--- config.mk ---
export PLATFORM = sky130hd
export DESIGN_NAME = usb_tx_engine
export DESIGN_NICKNAME = d
export VERILOG_FILES = /design/src/rtl/usb_tx_engine.sv
export SDC_FILE = /design/constraint.sdc
export NUM_CORES = 1
export LEC_CHECK = 0
export CORE_MARGIN = 1.5
export CORE_UTILIZATION = 30
export CTS_CLUSTER_SIZE = 40
export DETAILED_ROUTE_END_ITERATION = 8
export SYNTH_ARGS = -nofsm -noshare
export SYNTH_HDL_FRONTEND = slang
export SYNTH_SLANG_ARGS = --single-unit
--- constraint.sdc ---
create_clock -name clk -period 4.3 [get_ports clk]
set_input_delay 1.075 -clock clk [delete_from_list [all_inputs] [get_ports clk]]
set_output_delay 1.075 -clock clk [all_outputs]
set_load 0.02 [all_outputs]
--- src/rtl/usb_tx_engine.sv ---
// USB low/full-speed packet transmitter: bit timer, sequencing FSM, field shifter,
// CRC16, bit stuffing and NRZI line encoding in one block.
`timescale 1ns / 1ps

module usb_tx_engine #(
    parameter int unsigned CLKS_PER_BIT = 8,
    parameter int unsigned LEN_W        = 7,
    parameter bit          IDLE_J_DP    = 1'b1
) (
    input  logic             clk,
    input  logic             rst,
    input  logic             tx_start,
    input  logic [3:0]       tx_pid,
    input  logic [LEN_W-1:0] tx_len,
    input  logic [7:0]       data_in,
    input  logic             data_valid,
    output logic             data_ready,
    output logic             dp,
    output logic             dm,
    output logic             tx_oe,
    output logic             tx_busy,
    output logic             tx_done,
    output logic             tx_err
);

    localparam int unsigned CntW = $clog2(CLKS_PER_BIT);

    typedef enum logic [3:0] {
        StIdle, StSync, StPid, StData, StCrcLo, StCrcHi, StAbort, StEopSe0, StEopJ
    } state_e;

    state_e             state_q, state_d;
    logic [CntW-1:0]    cnt_q, cnt_d;
    logic [2:0]         bit_q, bit_d;
    logic [7:0]         sh_q, sh_d;
    logic [3:0]         pid_q, pid_d;
    logic [LEN_W-1:0]   rem_q, rem_d;
    logic [15:0]        crc_q, crc_d;
    logic [2:0]         ones_q, ones_d;
    logic               nrzi_q, nrzi_d;     // 1 = J, 0 = K
    logic               aborted_q, aborted_d;
    logic               done_q, done_d;
    logic               err_q, err_d;

    logic strobe, stuffable, fetch, place, pbit, pcrc;

    assign strobe    = (state_q != StIdle) && (cnt_q == CntW'(CLKS_PER_BIT - 1));
    assign stuffable = (state_q == StSync) || (state_q == StPid) || (state_q == StData) ||
                       (state_q == StCrcLo) || (state_q == StCrcHi);

    // State register
    always_ff @(posedge clk or posedge rst) begin
        if (rst) state_q <= StIdle;
        else     state_q <= state_d;
    end

    // Datapath registers: timer, shifter, counters, CRC and line level
    always_ff @(posedge clk or posedge rst) begin
        if (rst) begin
            cnt_q     <= '0;
            bit_q     <= '0;
            sh_q      <= '0;
            pid_q     <= '0;
            rem_q     <= '0;
            crc_q     <= '0;
            ones_q    <= '0;
            nrzi_q    <= 1'b1;
            aborted_q <= 1'b0;
            done_q    <= 1'b0;
            err_q     <= 1'b0;
        end else begin
            cnt_q     <= cnt_d;
            bit_q     <= bit_d;
            sh_q      <= sh_d;
            pid_q     <= pid_d;
            rem_q     <= rem_d;
            crc_q     <= crc_d;
            ones_q    <= ones_d;
            nrzi_q    <= nrzi_d;
            aborted_q <= aborted_d;
            done_q    <= done_d;
            err_q     <= err_d;
        end
    end

    // Next state: on each strobe pick the next line bit (stuff, field bit or new field)
    always_comb begin
        state_d   = state_q;
        cnt_d     = cnt_q;
        bit_d     = bit_q;
        sh_d      = sh_q;
        pid_d     = pid_q;
        rem_d     = rem_q;
        crc_d     = crc_q;
        ones_d    = ones_q;
        nrzi_d    = nrzi_q;
        aborted_d = aborted_q;
        done_d    = 1'b0;
        err_d     = 1'b0;
        fetch     = 1'b0;
        place     = 1'b0;
        pbit      = 1'b0;
        pcrc      = 1'b0;

        if (state_q == StIdle) begin
            cnt_d = '0;
            // Start is blocked during the done/err pulse cycle
            if (tx_start && !done_q && !err_q) begin
                state_d   = StSync;
                pid_d     = tx_pid;
                rem_d     = tx_len;
                sh_d      = 8'h80;
                bit_d     = '0;
                crc_d     = 16'hFFFF;
                ones_d    = '0;
                aborted_d = 1'b0;
                place     = 1'b1;
                pbit      = 1'b0;
            end
        end else begin
            cnt_d = strobe ? '0 : cnt_q + 1'b1;
            if (strobe) begin
                if (stuffable && (ones_q == 3'd6)) begin
                    // Stuffed zero: shifter and CRC hold
                    place = 1'b1;
                    pbit  = 1'b0;
                end else begin
                    unique case (state_q)
                        StSync, StPid, StData, StCrcLo, StCrcHi: begin
                            if (bit_q != 3'd7) begin
                                bit_d = bit_q + 3'd1;
                                place = 1'b1;
                                pbit  = sh_q[bit_q + 3'd1];
                                pcrc  = (state_q == StData);
                            end else begin
                                bit_d = '0;
                                unique case (state_q)
                                    StSync: begin
                                        state_d = StPid;
                                        sh_d    = {~pid_q, pid_q};
                                    end
                                    StPid, StData: begin
                                        if ((state_q == StPid) && (pid_q[1:0] != 2'b11)) begin
                                            state_d = StEopSe0;
                                        end else if (rem_q != '0) begin
                                            fetch = 1'b1;
                                        end else begin
                                            state_d = StCrcLo;
                                            sh_d    = ~crc_q[7:0];
                                        end
                                    end
                                    StCrcLo: begin
                                        state_d = StCrcHi;
                                        sh_d    = ~crc_q[15:8];
                                    end
                                    default: state_d = StEopSe0;
                                endcase
                                if (fetch) begin
                                    if (data_valid) begin
                                        state_d = StData;
                                        sh_d    = data_in;
                                        rem_d   = rem_q - 1'b1;
                                    end else begin
                                        state_d   = StAbort;
                                        aborted_d = 1'b1;
                                    end
                                end
                                if ((state_d == StPid) || (state_d == StData) ||
                                    (state_d == StCrcLo) || (state_d == StCrcHi)) begin
                                    place = 1'b1;
                                    pbit  = sh_d[0];
                                    pcrc  = (state_d == StData);
                                end
                            end
                        end
                        StAbort: begin
                            // Line holds for 8 bit times: unstuffed ones
                            bit_d = bit_q + 3'd1;
                            if (bit_q == 3'd7) state_d = StEopSe0;
                        end
                        StEopSe0: begin
                            if (bit_q == 3'd0) begin
                                bit_d = 3'd1;
                            end else begin
                                bit_d   = '0;
                                state_d = StEopJ;
                                nrzi_d  = 1'b1;
                            end
                        end
                        default: begin
                            state_d = StIdle;
                            done_d  = ~aborted_q;
                            err_d   = aborted_q;
                        end
                    endcase
                end
            end
        end

        // Commit a placed bit: NRZI, ones run and (payload only) CRC
        if (place) begin
            nrzi_d = pbit ? nrzi_q : ~nrzi_q;
            ones_d = pbit ? ones_q + 3'd1 : 3'd0;
            if (pcrc) begin
                crc_d = {1'b0, crc_q[15:1]} ^ ((crc_q[0] ^ pbit) ? 16'hA001 : 16'h0000);
            end
        end
    end

    // Outputs: line drive from NRZI level, handshake and status pulses
    always_comb begin
        tx_busy    = (state_q != StIdle);
        tx_oe      = tx_busy;
        data_ready = fetch & data_valid;
        tx_done    = done_q;
        tx_err     = err_q;
        if (state_q == StEopSe0) begin
            dp = 1'b0;
            dm = 1'b0;
        end else begin
            dp = nrzi_q ? IDLE_J_DP : ~IDLE_J_DP;
            dm = nrzi_q ? ~IDLE_J_DP : IDLE_J_DP;
        end
    end

endmodule

Word level (Yosys, flattened, before mapping)
Cells that the tools add are included.
{"block": "word_totals", "rom_bits": 0, "n_memories": 0, "latch_bits": 0, "inputBits": 23, "ramBits": 0, "register_bits": 52, "wordCells": 205}
{"block": "classes", "shifts": 0, "reduce_logical": 38, "mul": 0, "bitwise_logic": 8, "n_eq_ne": 27, "n_mux": 115, "div_mod_pow": 0, "magnitude_cmp": 1, "add_sub_neg": 4}
{"op": "2-to-1 mux 16 bit", "n": 5}
{"op": "2-to-1 mux 8 bit", "n": 10}
{"op": "2-to-1 mux 1 bit", "n": 61}
{"op": "2-to-1 mux 4 bit", "n": 15}
{"op": "2-to-1 mux 7 bit", "n": 8}
{"op": "2-to-1 mux 3 bit", "n": 11}
{"op": "equality test 4 x 3 -> 1 bit (second input constant)", "n": 6}
{"op": "case mux 4 bit (3 select lines)", "n": 2}
{"op": "case mux 8 bit (3 select lines)", "n": 1}
{"op": "equality test 4 x 2 -> 1 bit (second input constant)", "n": 4}
{"op": "inverter 8 bit", "n": 2}
{"op": "nonzero test 2 bit", "n": 8}
{"op": "XOR 15 x 16 -> 16 bit", "n": 1}
{"op": "inequality test 2 bit (second input constant)", "n": 7}
{"op": "AND reduction 7 bit", "n": 2}
{"op": "inequality test 3 bit (second input constant)", "n": 4}
{"op": "AND reduction 6 bit", "n": 2}
{"op": "adder 3 x 1 -> 3 bit (second input constant)", "n": 3}
{"op": "equality test 3 bit (second input constant)", "n": 3}
{"op": "case mux 3 bit (3 select lines)", "n": 1}
{"op": "nonzero test 4 bit", "n": 2}
{"op": "logical OR 1 bit", "n": 7}
{"op": "nonzero test 7 bit", "n": 1}
{"op": "OR reduction 7 bit", "n": 1}
{"op": "18 further kinds", "n": 26}

Logic depth before layout (Yosys ltp)
Gate-level depths: netlist of run 1.
{"block": "logic_depth", "depth_word": 30, "ltp_mapped": 10, "ltp_nobuf": 9}

Least setup slack after synthesis of run 1
No wires, ideal clock.
{"block": "synth_timing", "kind": "input-to-output", "startpoint": "input port data_valid", "endpoint": "output port data_ready", "t_required_ns": 3.225, "stages": 3, "arrival_ns": 2.265, "n_path_buf": 1, "path_slack_ns": 0.960, "path_cell_list": "nand3_1 clkbuf_1 nor4_1"}
{"block": "synth_via", "elab_chain_len": 1}
{"element": "start, declared", "line_no": "16", "text": "input logic data_valid,"}
{"element": "AND 1 bit", "line_no": "214", "text": "data_ready = fetch & data_valid;"}
{"element": "end, declared", "line_no": "17", "text": "output logic data_ready,"}
No other way between the ends.

Final worst setup path of run 1
Ends and elaborated chain as after synthesis.

==> flow_metrics.tcl, run 1 <==
set metrics [dict create \
    antenna_found_initial 0 \
    layout.nets 397 \
    clock-sinks 52 \
    hold_depth 1 \
    gp_congestion 0.873 \
    min_from "cnt_q[0]" \
    slew_violations 0 \
    root_buffer "clkbuf_8" \
    yosys.cell_types.count 50 \
    post_cts_resized 0 \
    dp.final_hpwl_um 5040 \
    worstReg2RegEnd "crc_q[13]" \
    dieArea_um2 10500 \
    area_growth_pct 19.8 \
    boundaryPins 30 \
    grt_overflow 0 \
    ant_nets 0 \
    timing.fmax_mhz 260 \
    fin_crit_sh_pct 89.4 \
    ys.flop_type "dfrtp_1" \
    die_x_um 103 \
    critPathMaxFanout 2 \
    dpl.cell_count 492 \
    status "finished clean" \
    synth_commonest_cells "51 x dfrtp_1, 39 x nand2_1, 38 x nor2_1" \
    tightest_slew_ns 0.824 \
    drive_above_1_share_pct 9.81 \
    insertion_delay_ns 0.30 \
    synth.ff_latch_count 52 \
    crit_path_end_kind "output pin" \
    synth_top_area_cell "dfrtp_1" \
    slew_headroom_pct 45.0 \
    finalNonFillerCells 500 \
    cpPeakStageDelay_ns 0.68 \
    hold_class "flip-flop to flip-flop" \
    first_global_vias 2409 \
    fin_tns_setup_ns 0 \
    synth-edff-count 0 \
    syn_avg_cell_area_um2 8.77 \
    wl_per_cell_um 14.2 \
    first_pass_iters 5 \
    yosysMostFrequentCell "dfrtp_1" \
    crit_slowest_cell "clkdlybuf4s50_1" \
    synthArstFlopShare_pct 100 \
    synth.cell_area_um2 2970 \
    grt_use_total_pct 14.3 \
    min_to "cnt_q[0]" \
    port_buffers 29 \
    hold_violations 0 \
    rsz0062_at_grt "no" \
    wl_um 7080 \
    vias_per_cell 5.19 \
    clockBufferDepth 2 \
    finClkSkew_ns 0.00595 \
    die_h_um 103 \
    crit_buf_inv 2 \
    worstSetupPathType "input port to output pin" \
    yosysWarnings 0 \
    postCtsHoldBufs 0 \
    vdd_ir_drop_max_mv 0.227 \
    cellLeakagePower_nw 1.39 \
    ys_seq_area_share_pct 43.8 \
    fp-row-count 36 \
    cts.clk_slew.worst_paths_ns 0.09 \
    cts_tree "done" \
    max-cap-violations 0 \
    first_iter_violations 147 \
    cts_setup_buffers 0 \
    required_ns 3.22 \
    core_area_um2 9680 \
    reg2reg_slack_ns 1.12 \
    syn-num-nets 370 \
    start_util_pct 30.7 \
    p_per_area_nw_per_um2 651 \
    grt_max_degree 40 \
    post-route-drc-count 0 \
    htreeDepth 2 \
    synth_top_area_share_pct 42.9 \
    arrival_ns 2.77 \
    cp-start-kind "input port" \
    grt_pass1_wl_um 11900 \
    setup_viol 0 \
    diodes 0 \
    synthCells 339 \
    route.vias.total 2596 \
    crit_top_cell "clkdlybuf4s50_1" \
    reg2reg_from "state_q[1]" \
    cts_buffers 5 \
    worst_r2r_path_depth 10 \
    crit_path_cell_trace "clkdlybuf4s50_1 > nand3_1 > nor4_1 > clkdlybuf4s50_1" \
    crit_family "buffers and inverters" \
    synthTopCellsByArea "dfrtp_1 43%, o21ai_0 5.9%, nand2_1 4.9%" \
    fin_crit_ns 3.84 \
]
[sequential cells by signal (all words and copies together) (netlist names)]
signal / count
tx_done: 1
crc_q: 16
bit_q: 3
cnt_q: 3
tx_err: 1
sh_q: 8
ones_q: 3
state_q: 4
pid_q: 4
aborted_q: 1
nrzi_q: 1
rem_q: 7
[cell usage in the layout (no fill, tap or decap), drive strengths merged, types with 5 or more instances in the layout]
cell type and instances:
inv 14, nand2 39, mux2 5, o41ai 6, clkbuf 7, buf 10, dfrtp 51, o211ai 5
ha 8, a21oi 23, nand2b 5, clkdlybuf4s50 29, o22ai 7, o21ai 35, nor3 13, nand3 12
nor2 38
[cell type report]
type / instances / area, um2
fillers: 1001 / 6120
multi-input cells: 254 / 1550
flip-flops and latches: 52 / 1300
repair buffers: 39 / 365
well taps: 133 / 166
clock buffers: 7 / 96.3
inverters: 14 / 52.6
clock inverters: 1 / 30.0
[report_power, final]
group          switching [mW]  leakage, nW  internal, mW
Clock                   0.160       0.0645         0.206
Sequential              0.221        0.601         0.691
Combinational           0.574        0.721         0.464
[routing by layer]
metal	wire [um]	GRT usage [%]	part of all wire, %
met5	0	0	0
met4	68	3.37	0.96
met3	382	2.51	5.4
met2	3320	22.0	47
met1	3300	20.9	47
[stage by stage]
step	util (%)	area, um2	power (mW)	setup WS, ns	hold WS (ns)
after global placement	35.5	3430	1.93	0.423	0.435
after CTS	36.8	3560	2.34	0.457	0.454
after global routing	36.8	3560	2.52	0.438	0.473
after detailed placement	35.5	3430	1.96	0.462	0.440
after floorplan	-	2970	1.66	0.960	0.417
final	36.8	3560	2.32	0.456	0.448
[kinds of logic after synthesis]
kind of cell	share of synthesized area, %
AND/OR/NAND/NOR	20.8
AO/OA/AOI/OAI	22.7
adder cells (fa/ha/maj)	3.37
flip-flops	43.8
buffers and inverters	4.29
multiplexers	4.08
XOR/XNOR	0.884
[how the worst max path moves through the flow]
stage | startpoint | to | slack (ns) | depth (start not counted)
after floorplan | data_valid | data_ready | 0.96 | 3
after global placement | data_valid | data_ready | 0.42 | 4
after detailed placement | data_valid | data_ready | 0.46 | 4
after CTS | data_valid | data_ready | 0.46 | 4
after global routing | data_valid | data_ready | 0.44 | 4
final | data_valid | data_ready | 0.46 | 4
No activity file was read; power rests on OpenSTA's default activity.
==> run 2, diff against run 1 <==
--- a/config.mk
+++ b/config.mk
@@ -5,10 +5,13 @@
 export SDC_FILE = /design/constraint.sdc
 export NUM_CORES = 1
 export LEC_CHECK = 0
+export CELL_PAD_IN_SITES_DETAIL_PLACEMENT = 1
+export CELL_PAD_IN_SITES_GLOBAL_PLACEMENT = 2
 export CORE_MARGIN = 1.5
 export CORE_UTILIZATION = 30
 export CTS_CLUSTER_SIZE = 40
 export DETAILED_ROUTE_END_ITERATION = 8
+export PLACE_DENSITY_LB_ADDON = 0.1
 export SYNTH_ARGS = -nofsm -noshare
 export SYNTH_HDL_FRONTEND = slang
 export SYNTH_SLANG_ARGS = --single-unit
==> run 2 against run 1 <==
Compared with the run above: wire length rose by 19%; clock-buffer cell count fell by 2; flip-flop and latch count did not move; via count fell by 1.0%; first-iteration DRC count fell by 32%; largest cell class unchanged; largest power group unchanged.
==> flow_metrics.tcl, run 2 (same netlist as run 1, synthesis figures left out) <==
set metrics [dict create \
    first_global_vias 2686 \
    hold_class "flip-flop to flip-flop" \
    gp_congestion 0.768 \
    first_pass_iters 4 \
    grt_use_total_pct 17.5 \
    antenna_found_initial 0 \
    use_met1_pct 24.4 \
    start_util_pct 30.7 \
    finClkSkew_ns 0.0138 \
    layout.nets 395 \
    min_to "cnt_q[0]" \
    crit_slowest_cell "clkdlybuf4s50_1" \
    rsz0062_at_grt "no" \
    dp.final_hpwl_um 6030 \
    port_buffers 29 \
    cpPeakStageDelay_ns 0.67 \
    drive_above_1_share_pct 9.07 \
    grt_pass1_wl_um 14100 \
    core_area_um2 9680 \
    required_ns 3.22 \
    insertion_delay_ns 0.32 \
    top_regs "crc_q (16), sh_q (8), rem_q (7)" \
    met2_usage_pct 29.0 \
    boundaryPins 30 \
    arrival_ns 2.88 \
    max-cap-violations 0 \
    worstSetupPathType "input port to output pin" \
    setup_viol 0 \
    cellLeakagePower_nw 1.35 \
    post_cts_resized 0 \
    diodes 0 \
    timing.fmax_mhz 253 \
    final_cell_mix "51 x dfrtp_1, 39 x nand2_1, 38 x nor2_1" \
    largest_register "crc_q" \
    vdd_ir_drop_max_mv 0.197 \
    htreeDepth 2 \
    mostFrequentLayoutCell "dfrtp_1" \
    grt.busiest_layer "met2" \
    grt_max_degree 39 \
    crit_path_end_kind "output pin" \
    root_buffer "clkbuf_8" \
    grt_overflow 0 \
    cts_buffers 5 \
    fin_crit_ns 3.96 \
    crit_top_cell "clkdlybuf4s50_1" \
    dieArea_um2 10500 \
    n_fill_cell 1148 \
    post-route-util_pct 36.1 \
    cts.clk_slew.worst_paths_ns 0.11 \
    clockBufferDepth 2 \
    critPathMaxFanout 6 \
    die_h_um 103 \
    largest_reg_flops 16 \
    fin_crit_sh_pct 92.0 \
    reg2reg_from "rem_q[0]" \
    postCtsHoldBufs 0 \
    first_iter_violations 100 \
    met3_usage_pct 2.64 \
    clock-sinks 52 \
    route.vias.total 2570 \
    tightest_slew_ns 0.690 \
    ant_nets 0 \
    cts_tree "done" \
    reg2reg_slack_ns 1.28 \
    fp-row-count 36 \
    worstReg2RegEnd "ones_q[2]" \
    fin_tns_setup_ns 0 \
    p_per_area_nw_per_um2 649 \
    hold_violations 0 \
    die_x_um 103 \
    cts_setup_buffers 0 \
    slew_violations 0 \
    crit_path_cell_trace "clkdlybuf4s50_1 > nand3_1 > nor4_1 > clkdlybuf4s50_1" \
    hold_depth 1 \
    worst_r2r_path_depth 9 \
    post-route-drc-count 0 \
    slew_headroom_pct 53.8 \
    p_total_mw 2.27 \
    wl_um 8390 \
    min_from "cnt_q[0]" \
    status "finished clean" \
    vias_per_cell 5.17 \
    wl_per_cell_um 16.9 \
    area_growth_pct 17.8 \
    cp-start-kind "input port" \
]
-- run 2: changes by cell type in the layout (fill, tap and decap cells not counted), sizes merged --
cell,previous run,this run
bufinv,1,0
clkinv,0,1
clkinvlp,0,1
clkbuf,7,5
buf,10,8
-- run 2: critical path, delay by kind of cell --
kind	cells	cell delay (ns)
buffers and inverters	2	1.28
and+or+nand+nor	2	0.52
-- run 2: report_power, final --
group          total (mW)  switching, mW  internal [mW]  leakage [nW]
combinational        1.09          0.629          0.464         0.712
clock               0.282          0.171          0.111        0.0400
sequential          0.895          0.203          0.691         0.601
total                2.27           1.00           1.27          1.35
-- run 2: cell type report --
cell class	instances	area [um2]	area share [%]
Multi-Input combinational cell	254	1550	44.2
Sequential cell	52	1300	37.2
Timing Repair Buffer	37	350	10.0
Tap cell	133	166	4.76
Clock buffer	5	68.8	1.97
Inverter	14	52.6	1.50
Clock inverter	2	12.5	0.358
-- run 2: worst max path at each step --
stage	startpoint	end	slack, ns	cells past startpoint
floorplan	data_valid	data_ready	0.96	3
global placement	data_valid	data_ready	0.31	4
detailed placement	data_valid	data_ready	0.36	4
CTS	data_valid	data_ready	0.35	4
global route	state_q[0]	data_ready	0.17	5
finish	data_valid	data_ready	0.34	4
-- run 2: per-layer routing --
layer | part of all wire [%] | vias to the layer above
met5 | 0 | -
met4 | 0.81 | 0
met3 | 1.9 | 6
met2 | 48 | 23
met1 | 50 | 1267
li1 | - | 1274
-- run 2: through the flow --
stage,hold slack (ns),setup slack [ns],instance area (um2),instances
CTS,0.460,0.348,3500,497
global placement,0.435,0.310,3420,490
finish,0.452,0.342,3500,497
detailed placement,0.445,0.357,3420,490
global route,0.476,0.171,3500,497
floorplan,0.417,0.960,2970,339
==> run 3, diff against run 2 <==
==> constraint.sdc (replaced) <==
create_clock -name clk -period 3.4 [get_ports clk]
set_input_delay 0.85 -clock clk [delete_from_list [all_inputs] [get_ports clk]]
set_output_delay 0.85 -clock clk [all_outputs]
set_load 0.02 [all_outputs]
==> run 3 against run 2 <==
Compared with the run above: wire length rose by 1.1%; die area unchanged; clock skew fell by 0.0015 ns; flip-flop and latch count stayed put; core utilization up 1.1 points; sequential power rose by 26%; register-to-register slack worse by 0.80 ns; worst hold slack better by 0.0012 ns; critical path type is now flip-flop to output pin; largest cell class unchanged.
==> flow_metrics.tcl, run 3 (same netlist as run 1, synthesis figures left out) <==
set metrics [dict create \
    status "finished clean" \
    layout.nets 406 \
    diodes 0 \
    worstSetupPathType "flip-flop to output pin" \
    slew_violations 0 \
    post_cts_resized 2 \
    insertion_delay_ns 0.31 \
    crit_path_cell_trace "buf_4 > nand2b_1 > or2_2 > and2_1 > clkdlybuf4s50_1" \
    arrival_ns 2.30 \
    first_global_vias 2744 \
    regArea_um2 1300 \
    antenna_found_initial 0 \
    clockBufferDepth 2 \
    cts.clk_slew.worst_paths_ns 0.10 \
    port_buffers 29 \
    cellLeakagePower_nw 1.42 \
    cpPeakStageDelay_ns 0.53 \
    dp.final_hpwl_um 6160 \
    dieArea_um2 10500 \
    ant_nets 0 \
    dp_slack_ns -0.0667 \
    cp-start-kind "flip-flop" \
    crit_slowest_cell "clkdlybuf4s50_1" \
    finClkSkew_ns 0.0122 \
    max-cap-violations 0 \
    critPathMaxFanout 8 \
    grt_overflow 0 \
    start_util_pct 30.7 \
    gp_congestion 0.778 \
    p_per_area_nw_per_um2 821 \
    cts_tree "done" \
    required_ns 2.55 \
    fin_crit_sh_pct 92.5 \
    drive_above_1_share_pct 12.0 \
    vias_per_cell 5.17 \
    first_pass_iters 4 \
    p_total_mw 2.96 \
    crit_path_end_kind "output pin" \
    n_fill_cell 1131 \
    setup_viol 0 \
    tightest_slew_ns 0.557 \
    core_area_um2 9680 \
    crit_buf_inv 2 \
    cts_setup_buffers 0 \
    rsz0062_at_grt "no" \
    top_regs "crc_q (16), sh_q (8), rem_q (7)" \
    grt_max_degree 34 \
    wl_um 8480 \
    post-route-drc-count 0 \
    boundaryPins 30 \
    fp-row-count 36 \
    hold_class "flip-flop to flip-flop" \
    final_cell_mix "51 x dfrtp_1, 39 x nand2_1, 38 x nor2_1" \
    setup_slack_ns 0.254 \
    vdd_ir_drop_max_mv 0.299 \
    timing.fmax_mhz 318 \
    largest_register "crc_q" \
    slew_headroom_pct 62.7 \
    wl_per_cell_um 16.7 \
    cts_buffers 5 \
    mostFrequentLayoutCell "dfrtp_1" \
    finalNonFillerCells 508 \
    multi_input_area_um2 1550 \
    largest_reg_flops 16 \
    fin_tns_setup_ns 0 \
    die_h_um 103 \
    route.vias.total 2624 \
    htreeDepth 2 \
    fin_crit_ns 3.15 \
    root_buffer "clkbuf_8" \
    postCtsHoldBufs 0 \
    grt_use_total_pct 18.1 \
    crit_family "buffers and inverters" \
    dpl.cell_count 501 \
    hold_violations 0 \
    first_iter_violations 92 \
    die_x_um 103 \
    clock-sinks 52 \
    grt_pass1_wl_um 14600 \
    area_growth_pct 21.2 \
]
==> run 3: layer usage <==
| layer | routed length [um] | GRT usage (%) | vias to the layer above |
|---|---|---|---|
| met5 | 0 | 0 | - |
| met1 | 4130 | 25.5 | 1305 |
| met2 | 4100 | 29.3 | 22 |
| met4 | 85 | 4.53 | 0 |
| li1 | - | - | 1291 |
| met3 | 158 | 2.78 | 6 |
==> run 3: final timing paths <==
check,from,end,slack (ns),cells after the start
min in group asynchronous,rst,crc_q[4],0.79,2
setup reg to reg,state_q[2],state_q[1],0.48,9
setup / recovery,state_q[3],dp,0.25,5
hold / removal,cnt_q[0],cnt_q[0],0.45,1
max in group asynchronous,rst,nrzi_q,1.99,3
hold reg to reg,cnt_q[0],cnt_q[0],0.45,1
==> run 3: layout make-up <==
cell class | instances | share of cell area, %
well taps | 133 | 4.62
inverters | 14 | 1.46
clock buffers | 7 | 2.67
repair buffers | 48 | 12.0
flip-flops and latches | 52 | 36.2
multi-input cells | 254 | 43.1
==> run 3: per-stage QoR <==
step	hold WS (ns)	utilization, %	cell area [um2]
final	0.453	37.2	3600
after global routing	0.474	37.2	3600
after CTS	0.463	37.2	3600
after detailed placement	0.446	36.1	3500
after global placement	0.432	36.1	3500
after floorplan	0.417	-	2970
==> run 3: power breakdown <==
part           switching, mW  internal [mW]  leakage, nW
clock network          0.213          0.182       0.0503
registers              0.253          0.875        0.601
logic                  0.809          0.626        0.771
==> run 3: worst register-to-register path: stages (launching register included) <==
cell and delay (ns):
dfrtp_1 0.48, buf_4 0.22, nor4_4 0.26, inv_2 0.21, nor4b_4 0.29, buf_4 0.37, nor2_1 0.12, a31oi_1 0.44
o21ai_0 0.17, a22o_1 0.26
